[src/rtl/instruction_fetch_unit.sv]
// Instruction fetch unit: owns the PC, fetches one word at a time and hands it to the core.
// Optional macro FETCH_MISALIGN_TRAP_EN: misaligned redirect raises fetch_fault and parks in FAULT.
module instruction_fetch_unit #(
  parameter logic [31:0] RESET_VECTOR = 32'h0000_0000,
  parameter logic [31:0] NOP_INSTR    = 32'h0000_0013
) (
  input  logic        clk,
  input  logic        rst_n,
  output logic        imem_req_valid,
  input  logic        imem_req_ready,
  output logic [31:0] imem_addr,
  input  logic        imem_rsp_valid,
  input  logic [31:0] imem_rsp_data,
  output logic        instr_valid,
  input  logic        instr_ready,
  output logic [31:0] instr,
  output logic [31:0] pc,
  output logic [31:0] pc_next,
  input  logic        redirect_valid,
  input  logic [31:0] redirect_target,
  output logic        fetch_fault
);

`ifdef FETCH_MISALIGN_TRAP_EN
  typedef enum logic [2:0] {S_START, S_REQ, S_WAIT, S_HOLD, S_FAULT} state_t;
`else
  typedef enum logic [2:0] {S_START, S_REQ, S_WAIT, S_HOLD} state_t;
`endif

  state_t      state_q, state_d;
  logic [31:0] pc_q, pc_d;
  logic [31:0] instr_q, instr_d;
  logic        kill_q, kill_d;
  logic [31:0] tgt;

`ifdef FETCH_MISALIGN_TRAP_EN
  logic fault_q, fault_d;
  logic misalign;
  assign tgt      = redirect_target;
  assign misalign = |redirect_target[1:0];
`else
  logic unused_tgt_lo;
  assign tgt           = {redirect_target[31:2], 2'b00};
  assign unused_tgt_lo = ^redirect_target[1:0];
`endif

  always_comb begin
    state_d = state_q;
    pc_d    = pc_q;
    instr_d = instr_q;
    kill_d  = kill_q;
`ifdef FETCH_MISALIGN_TRAP_EN
    fault_d = fault_q;
`endif
    case (state_q)
      S_START: state_d = S_REQ;
      S_REQ: begin
        if (imem_req_ready) state_d = S_WAIT;
      end
      S_WAIT: begin
        if (imem_rsp_valid) begin
          if (kill_q) begin
            kill_d  = 1'b0;
            state_d = S_REQ;
          end else begin
            instr_d = imem_rsp_data;
            state_d = S_HOLD;
          end
        end
      end
      S_HOLD: begin
        if (instr_ready) begin
          pc_d    = pc_q + 32'd4;
          instr_d = NOP_INSTR;
          state_d = S_REQ;
        end
      end
`ifdef FETCH_MISALIGN_TRAP_EN
      // A request accepted before the fault is still owed one response; absorb it here.
      S_FAULT: begin
        if (imem_rsp_valid) kill_d = 1'b0;
      end
`endif
      default: state_d = S_START;
    endcase

    // Redirect overrides everything above: new PC, held/arriving instruction discarded.
    if (redirect_valid) begin
      pc_d    = tgt;
      instr_d = NOP_INSTR;
      case (state_q)
        S_REQ: begin
          kill_d  = imem_req_ready;
          state_d = imem_req_ready ? S_WAIT : S_REQ;
        end
        S_WAIT: begin
          kill_d  = !imem_rsp_valid;
          state_d = imem_rsp_valid ? S_REQ : S_WAIT;
        end
`ifdef FETCH_MISALIGN_TRAP_EN
        S_FAULT: begin
          kill_d  = kill_q && !imem_rsp_valid;
          state_d = (kill_q && !imem_rsp_valid) ? S_WAIT : S_REQ;
        end
`endif
        default: state_d = S_REQ;
      endcase
`ifdef FETCH_MISALIGN_TRAP_EN
      if (misalign) begin
        fault_d = 1'b1;
        state_d = S_FAULT;
      end else begin
        fault_d = 1'b0;
      end
`endif
    end
  end

  always_ff @(posedge clk or negedge rst_n) begin
    if (!rst_n) begin
      state_q <= S_START;
      pc_q    <= RESET_VECTOR;
      instr_q <= NOP_INSTR;
      kill_q  <= 1'b0;
    end else begin
      state_q <= state_d;
      pc_q    <= pc_d;
      instr_q <= instr_d;
      kill_q  <= kill_d;
    end
  end

`ifdef FETCH_MISALIGN_TRAP_EN
  always_ff @(posedge clk or negedge rst_n) begin
    if (!rst_n) fault_q <= 1'b0;
    else        fault_q <= fault_d;
  end
  assign fetch_fault = fault_q;
`else
  assign fetch_fault = 1'b0;
`endif

  assign imem_req_valid = (state_q == S_REQ);
  assign imem_addr      = pc_q;
  assign instr_valid    = (state_q == S_HOLD);
  assign instr          = instr_q;
  assign pc             = pc_q;
  assign pc_next        = pc_q + 32'd4;

endmodule

[config.mk]
export PLATFORM = sky130hd
export DESIGN_NAME = instruction_fetch_unit
export DESIGN_NICKNAME = d
export VERILOG_FILES = /design/src/rtl/instruction_fetch_unit.sv
export SDC_FILE = /design/constraint.sdc
export NUM_CORES = 1
export LEC_CHECK = 0
export ABC_AREA = 1
export CAP_MARGIN = 20
export CELL_PAD_IN_SITES_DETAIL_PLACEMENT = 0
export CELL_PAD_IN_SITES_GLOBAL_PLACEMENT = 1
export CORE_UTILIZATION = 25
export DETAILED_ROUTE_END_ITERATION = 12
export PLACE_DENSITY = 0.87
export SLEW_MARGIN = 10
export SYNTH_ARGS = -nofsm -noshare
export SYNTH_HDL_FRONTEND = slang
export SYNTH_SLANG_ARGS = --single-unit
[constraint.sdc]
create_clock -name clk -period 1.59 [get_ports clk]
set_input_delay 0.159 -clock clk [delete_from_list [all_inputs] [get_ports clk]]
set_output_delay 0.159 -clock clk [all_outputs]
set_load 0.02 [all_outputs]
======== Word level (Yosys, flattened, before mapping) ========
Cells that the tools add are included.
storage, ports and cells
  register bits after elaboration ......... 68
  bits in read-only memories .............. 0
  latch bits .............................. 0
  RAM bits ................................ 0
  memories ................................ 0
cells by class
  divide/modulo/power cells ............... 0
  muxes and demuxes ....................... 21
  equal/unequal tests ..................... 7
  add/subtract/negate cells ............... 1
  $lt $le $gt $ge ......................... 0
  multiply operators ...................... 0
  reduce and logical (&&, ||, !) cells .... 8
  bitwise logic cells ..................... 0
  shifts and indexed selects .............. 0
operators by type and width
  operator                 number
  $mux W32                 7
  $pmux W32 S2             1
  $add A32 B3 Y32 const B  1
  $mux W3                  4
  $pmux W3 S4              1
  $eq A3 B2 Y1 const B     2
  $mux W2                  3
  $ne A3 B1 Y1 const B     2
  $ne A3 B3 Y1 const B     2
  $pmux W2 S2              1
  $reduce_and A4 Y1        1
  $reduce_bool A2 Y1       2
  $eq A3 B1 Y1 const B     1
  $logic_not A3 Y1         1
  $mux W1                  3
  $reduce_and A3 Y1        1
  $reduce_bool A3 Y1       1
  $pmux W1 S2              1
  $reduce_and A2 Y1        1
  $logic_not A1 Y1         1

======== Longest topological paths before layout ========
Gate-level depths: netlist of run 1.
  depth in word-level cells ............... 4
  gate-level depth with buffers ........... 12

======== Worst setup path before layout of run 1 ========
OpenSTA, ideal clock, no wires.
  path kind ............................... flip-flop to flip-flop
  start point ............................. register pc_q[3] (netlist: imem_addr[3])
  end point ............................... register pc_q[24] (netlist: imem_addr[24])
  stages on the path, launching flop included .. 11
  path buffers ............................ 0
  required time ........................... 1473 ps
  period minus slack after synthesis ...... 1725 ps
  data arrival time ....................... 1608 ps
  setup slack ............................. -135 ps
  path through ............................ dfrtp_1 > ha_1 > nand2_2 > nor2_4 > nand2_1 > nor2_2 > nand2_1 > nand2_1 > nand2_1 > nand2_1 > nand2_1
between the ends
  cells in the longest elaborated chain, start to end .. 4
RTL lines
  what                    line  text
  start, declared         31    logic [31:0] pc_q, pc_d;
  start signal, assigned  127   pc_q <= pc_d;
  $add A32 B3 Y32         n/a
  via pc_next[24]         18    output logic [31:0] pc_next,
  $mux W32                72    if (instr_ready) begin
  $mux W32                55    case (state_q)
  $mux W32                88    if (redirect_valid) begin
The timed path passes the listed nets, and every way through them passes these cells. The select of a mux whose other input is x is not followed.
A chain may end at the register's enable or synchronous reset.

======== Worst setup path after layout of run 1 ========
  start point ............................. register pc_q[2] (netlist: imem_addr[2])
  end point ............................... output pc_next[22]
between the ends
  cells in the longest elaborated chain, start to end .. 1
RTL lines
  what             line  text
  $add A32 B3 Y32  148   assign pc_next = pc_q + 32'd4;
  end, declared    18
Every way passes these cells.

==> results_dict.tcl, run 1 <==
set metrics [dict create \
    crit_type "reg2out" \
    die_x_um 132 \
    start_kind "flip-flop" \
    clk_path_buf_depth 2 \
    fill_cells 1627 \
    p_leak_nw 3.88 \
    die_h_um 132 \
    peakVddDrop_mv 0.975 \
    overflow 0 \
    fin_skew_ns 0.00749 \
    htree_levels 3 \
    gp_congestion 0.815 \
    syn-mean-instance-area_sq_um 7.12 \
    cap_violations 0 \
    seq_area_frac_synth_pct 38.7 \
    reg2reg_depth 11 \
    rsz0062_at_grt "yes" \
    grt_usage_pct 16.5 \
    grt_max_degree 66 \
    worstPathArrival_ns 1.74 \
    r2r_end "imem_addr[21]" \
    firstDrtPassIters 4 \
    top_usage_layer "met2" \
    layout_setup_ws_ns -0.311 \
    layout.nets 914 \
    stdcell_area_sq_um 7520 \
    finalCritPeriodShare_pct 120 \
    clkTransAtPathRegs_ns 0.06 \
    multiInputGateArea_sq_um 2300 \
    core-area_sq_um 16500 \
    portBuffers 191 \
    setup_viol 28 \
    endpoint "pc_next[22]" \
    ios 201 \
    path_buf_inv 1 \
    synthCells 592 \
    post_drt_via_cell_ratio 4.21 \
    yosys_warnings 0 \
    drt_iter0_markers 125 \
    drv_slew 0 \
    clockRootBuffer "clkbuf_16" \
    ant_nets 0 \
    cp-end-kind "primary output" \
    rows 47 \
    reg2reg_slack_ns 0.02 \
    drc_errors 0 \
    vias 4480 \
    grt_util_met3_pct 5.92 \
    crit_family "simple AND/OR/NAND/NOR gates" \
    grt_pass1_wl_mm 22.2 \
    cts_buffers 9 \
    placed_area_sq_um 6720 \
    synth_top_area_share_pct 36.8 \
    detail_route.wl_per_cell_um 13.4 \
    diodes 0 \
    critPathLaunch "imem_addr[2]" \
    worstHoldPathType "in2reg" \
    drive_gt1_share_pct 32.9 \
    r2r-start "imem_addr[3]" \
    cp_slowest_cell "dfrtp_2" \
    crit_required_ns 1.43 \
    path_depth 9 \
    syn_area_sq_um 4210 \
    gr-usage-met2_pct 28.7 \
    cpPeakStageDelay_ns 0.40 \
    grt_antenna_before_repair 2 \
    cts_sinks 65 \
    final_hold_viol_count 0 \
    synth_area_leader_cell "dfrtp_1" \
    regArea_sq_um 1640 \
    powerDensity_nw_per_um2 1230 \
    fin_util_pct 45.5 \
    cts_tree "yes" \
    dpl.hpwl_mm 10.3 \
    wl_mm 14.2 \
    finalCriticalPeriod_ns 1.90 \
    dieArea_sq_um 17400 \
    worstPathMaxFanout 5 \
    status "finished, violations left" \
    finalPower_w 0.00925 \
    area_growth_pct 78.6 \
    cp_cell_sequence "ha_4 -> nand2_4 -> nor2_4 -> nand2_4 -> nor2_8 -> nand2_2 -> nand2_2 -> and2_4 -> buf_6" \
    synth-seq-cells 65 \
    holdCritStartpoint "imem_rsp_data[1]" \
    violations "setup timing" \
    synth.area.top_cells "dfrtp_1, nand2_1, inv_1" \
    dp_slack_ns -0.475 \
    max_freq_ghz 0.526 \
    synthDistinctLibCells 31 \
    insertion_delay_ns 0.34 \
    start_util_pct 25.5 \
    grt_pass1_vias 4312 \
    met1_usage_pct 19.0 \
]
==> worst register-to-register path: stages (launching register included) <==
cell	delay, ns
dfrtp_2	0.39
buf_6	0.12
nand2_2	0.06
nor2_4	0.16
nand2_4	0.12
nor2_8	0.20
nand2_2	0.07
nand2_2	0.06
nand2_2	0.06
buf_4	0.13
nand2_1	0.04
nand2_1	0.04
==> routing by layer <==
metal,share of wire [%],up-vias
li1,-,2247
met1,41,2069
met2,50,145
met3,7.2,17
met4,1.3,2
met5,0.091,-
==> cell usage after synthesis (all sizes together) <==
cell / n
clkbuf: 6
nand3: 24
buf: 45
dfstp: 3
nand2: 210
o221ai: 1
inv: 96
dfrtp: 62
o211ai: 4
o22ai: 1
and2: 4
ha: 5
a22o: 4
o21ai: 58
nand3b: 1
a31oi: 1
xor2: 10
nor2: 53
nand4: 2
xnor2: 1
conb: 1
==> flip-flops by register name, summed over array words and instances, names as in the netlist <==
signal	count
instr	32
imem_addr	30
state_q	2
kill_q	1
==> area by class of cell <==
cell class | count | share of cell area (%)
timing repair buffer | 281 | 35.4
multi-input combinational | 386 | 30.6
sequential | 65 | 21.7
inverter | 96 | 4.86
tap | 220 | 3.66
clock buffer | 10 | 3.18
clock inverter | 6 | 0.665
==> where the power goes <==
group / switching (W) / total [W] / internal, W / leakage, nW
sequential: 0.000367 / 0.00243 / 0.00206 / 0.826
clock: 0.000818 / 0.00193 / 0.00112 / 0.136
combinational: 0.00265 / 0.00489 / 0.00224 / 2.92
total: 0.00384 / 0.00925 / 0.00542 / 3.88
==> worst min path at each step <==
| stage | to | slack [ns] | cells after the start |
|---|---|---|---|
| 2_1_floorplan | imem_addr[10] | -0.14 | 0 |
| 3_3_place_gp | imem_addr[9] | 0.21 | 2 |
| 3_5_place_dp | imem_addr[9] | 0.21 | 2 |
| 4_1_cts | instr[1] | 0.34 | 3 |
| 5_1_grt | instr[19] | 0.36 | 3 |
| 6_report | instr[1] | 0.36 | 3 |
==> cell usage in the layout (no fill, tap or decap), drive strengths merged, types with 5 or more instances in the layout <==
cell type / count
nor2: 53
nand3: 24
dlygate4sd2: 59
inv: 98
clkdlybuf4s50: 97
buf: 114
dfrtp: 62
clkbuf: 15
conb: 7
o21ai: 58
xor2: 10
nand2: 210
ha: 5
==> what timing repair did <==
item / 4_1_cts / 5_1_grt
setup buffers: 8 / 5
hold buffers: 1 / 0
cloned: 1 / 2
endpoints found under the hold margin: 62 / 0
gates resized for setup: 236 / 139
pin swaps: 22 / 25
setup endpoints to repair: 89 / 74
==> logic make-up after synthesis <==
family / after synthesis / share of synthesized area (%)
AO/OA/AOI/OAI: 69 / 8.94
adder cells (fa/ha/maj): 5 / 1.48
buffers and inverters: 147 / 16.9
AND/OR/NAND/NOR: 294 / 30.9
XOR/XNOR: 11 / 3.00
flip-flops: 65 / 38.7
other: 1 / 0.0890
==> stage by stage <==
step	hold WS, ns	std cells	setup TNS [ns]
floorplan	-0.137	598	0
global placement	0.206	1031	-9.28
detailed placement	0.211	1031	-9.34
CTS	0.344	1057	-6.98
global route	0.363	1064	-10.82
finish	0.355	1064	-6.57
No activity file was read; power rests on OpenSTA's default activity.
==> run 2, diff against run 1 <==
--- a/config.mk
+++ b/config.mk
@@ -10,8 +10,11 @@
 export CELL_PAD_IN_SITES_DETAIL_PLACEMENT = 0
 export CELL_PAD_IN_SITES_GLOBAL_PLACEMENT = 1
 export CORE_UTILIZATION = 25
+export CTS_BUF_LIST = sky130_fd_sc_hd__clkbuf_16
 export DETAILED_ROUTE_END_ITERATION = 12
+export HOLD_SLACK_MARGIN = 0.02
 export PLACE_DENSITY = 0.87
+export SKIP_LAST_GASP = 1
 export SLEW_MARGIN = 10
 export SYNTH_ARGS = -nofsm -noshare
 export SYNTH_HDL_FRONTEND = slang
==> run 2 against run 1 <==
Net effect: the run still ends with setup timing left; critical path depth unchanged; critical endpoint unchanged; clock skew hardly changed; sequential power barely moved; critical path type unchanged; largest power group unchanged; hold slack hardly changed.
==> results_dict.tcl, run 2 (same netlist as run 1, synthesis figures left out) <==
set metrics [dict create \
    layout.nets 917 \
    post_drt_via_cell_ratio 4.24 \
    firstDrtPassIters 4 \
    layout_setup_ws_ns -0.315 \
    cap_violations 0 \
    htree_levels 3 \
    largest_reg_flops 32 \
    diodes 0 \
    die_x_um 132 \
    die_h_um 132 \
    grt_antenna_before_repair 2 \
    min_path_cells 3 \
    ios 201 \
    dieArea_sq_um 17400 \
    area_growth_pct 80.1 \
    drt_iter0_markers 126 \
    clkTransAtPathRegs_ns 0.06 \
    worstPathMaxFanout 5 \
    final_cell_mix "nand2_1, clkdlybuf4s50_1, inv_1, buf_4, dlygate4sd2_1" \
    overflow 0 \
    rows 47 \
    gp_congestion 0.815 \
    finalPower_w 0.00936 \
    r2r-start "state_q[0]" \
    worstPathArrival_ns 1.75 \
    finalCritPeriodShare_pct 120 \
    setup_viol 49 \
    grt_pass1_wl_mm 22.2 \
    drv_slew 0 \
    clockRootBuffer "clkbuf_16" \
    rsz0062_at_grt "yes" \
    core-area_sq_um 16500 \
    vias 4519 \
    violations "setup timing" \
    fill_cells 1617 \
    ant_nets 0 \
    peakVddDrop_mv 0.948 \
    start_kind "flip-flop" \
    whs_endpoint "instr[1]" \
    fin_util_pct 45.9 \
    dpl.hpwl_mm 10.3 \
    grt_max_degree 66 \
    drc_errors 0 \
    portBuffers 191 \
    clk_path_buf_depth 2 \
    powerDensity_nw_per_um2 1230 \
    holdCritStartpoint "imem_rsp_data[1]" \
    worstHoldPathType "in2reg" \
    detail_route.wl_per_cell_um 13.5 \
    fin_skew_ns 0.00758 \
    cts_tree "yes" \
    cts_sinks 65 \
    reg2reg_depth 10 \
    insertion_delay_ns 0.34 \
    cts_buffers 9 \
    p_leak_nw 3.94 \
    grt_pass1_vias 4309 \
    hold_ws_ns 0.355 \
    start_util_pct 25.5 \
    r2r_end "instr[21]" \
    wl_mm 14.4 \
    grt_usage_pct 16.5 \
    drive_gt1_share_pct 33.6 \
    finalCriticalPeriod_ns 1.90 \
    crit_required_ns 1.43 \
    final_common_cell "nand2_1" \
    max_freq_ghz 0.525 \
    cp-end-kind "primary output" \
    final_hold_viol_count 0 \
    reg2reg_slack_ns -0.04 \
    status "finished, violations left" \
    crit_type "reg2out" \
]
## run 2: cell types whose count changed in the layout (fill, tap and decap cells not counted), sizes merged
| cell | delta |
|---|---|
| buf | +4 |
| clkinv | +1 |
| dlymetal6s2s | +1 |
| clkbuf | -2 |
| dlygate4sd2 | -1 |
## run 2: per-stage QoR
| stage | cell area, sq um | TNS, ns | setup slack [ns] | cells |
|---|---|---|---|---|
| 2_1_floorplan | 4260 | 0 | 0.0254 | 598 |
| 3_3_place_gp | 6720 | -9.28 | -0.539 | 1031 |
| 3_5_place_dp | 6720 | -9.34 | -0.475 | 1031 |
| 4_1_cts | 7090 | -8.12 | -0.309 | 1057 |
| 5_1_grt | 7590 | -11.86 | -0.392 | 1067 |
| 6_report | 7590 | -6.95 | -0.315 | 1067 |
## run 2: routing by layer
layer	vias to the layer above	part of all wire, %	routed length [um]	global-route usage (%)
li1	2255	-	-	-
met1	2087	41	5920	19.0
met2	158	50	7190	28.6
met3	17	7.3	1050	6.00
met4	2	1.3	194	4.46
met5	-	0.090	13	0
## run 2: cell type report
| cell class | instances | area, sq um | share of cell area (%) |
|---|---|---|---|
| Multi-Input combinational cell | 386 | 2350 | 30.9 |
| Timing Repair Buffer | 284 | 2690 | 35.4 |
| Inverter | 96 | 365 | 4.81 |
| Sequential cell | 65 | 1640 | 21.6 |
| Clock buffer | 9 | 225 | 2.97 |
| Clock inverter | 7 | 53.8 | 0.709 |
| Tap cell | 220 | 275 | 3.63 |
## run 2: worst max-delay path by stage
| stage | start | to | slack (ns) | cells past startpoint |
|---|---|---|---|---|
| floorplan | imem_addr[10] | imem_addr[29] | 0.03 | 9 |
| global placement | imem_addr[19] | pc_next[20] | -0.54 | 6 |
| detailed placement | imem_addr[2] | pc_next[16] | -0.48 | 8 |
| CTS | imem_addr[2] | pc_next[22] | -0.31 | 9 |
| global route | imem_addr[2] | pc_next[22] | -0.39 | 9 |
| finish | imem_addr[2] | pc_next[22] | -0.31 | 9 |
## run 2: where the power goes
group / leakage [nW] / switching [W] / internal, W / total [W]
Clock: 0.130 / 0.000821 / 0.00107 / 0.00189
Sequential: 0.825 / 0.000393 / 0.00206 / 0.00246
Combinational: 2.99 / 0.00270 / 0.00231 / 0.00501
Total: 3.94 / 0.00392 / 0.00544 / 0.00936
## run 2: critical path: stages (launching register included)
cell	delay (ns)
dfrtp_2	0.40
ha_4	0.17
nand2_4	0.05
nor2_4	0.13
nand2_4	0.10
nor2_8	0.17
nand2_2	0.07
nand2_2	0.06
and2_4	0.13
buf_6	0.11
## run 2: repair_timing
action | 4_1_cts | 5_1_grt
hold buffers | 1 | 0
gates resized for setup | 229 | 158
hold endpoints to repair | 62 | 0
buffers inserted | 8 | 8
gates cloned | 1 | 2
endpoints found under the setup margin | 89 | 75
pin swaps | 22 | 25
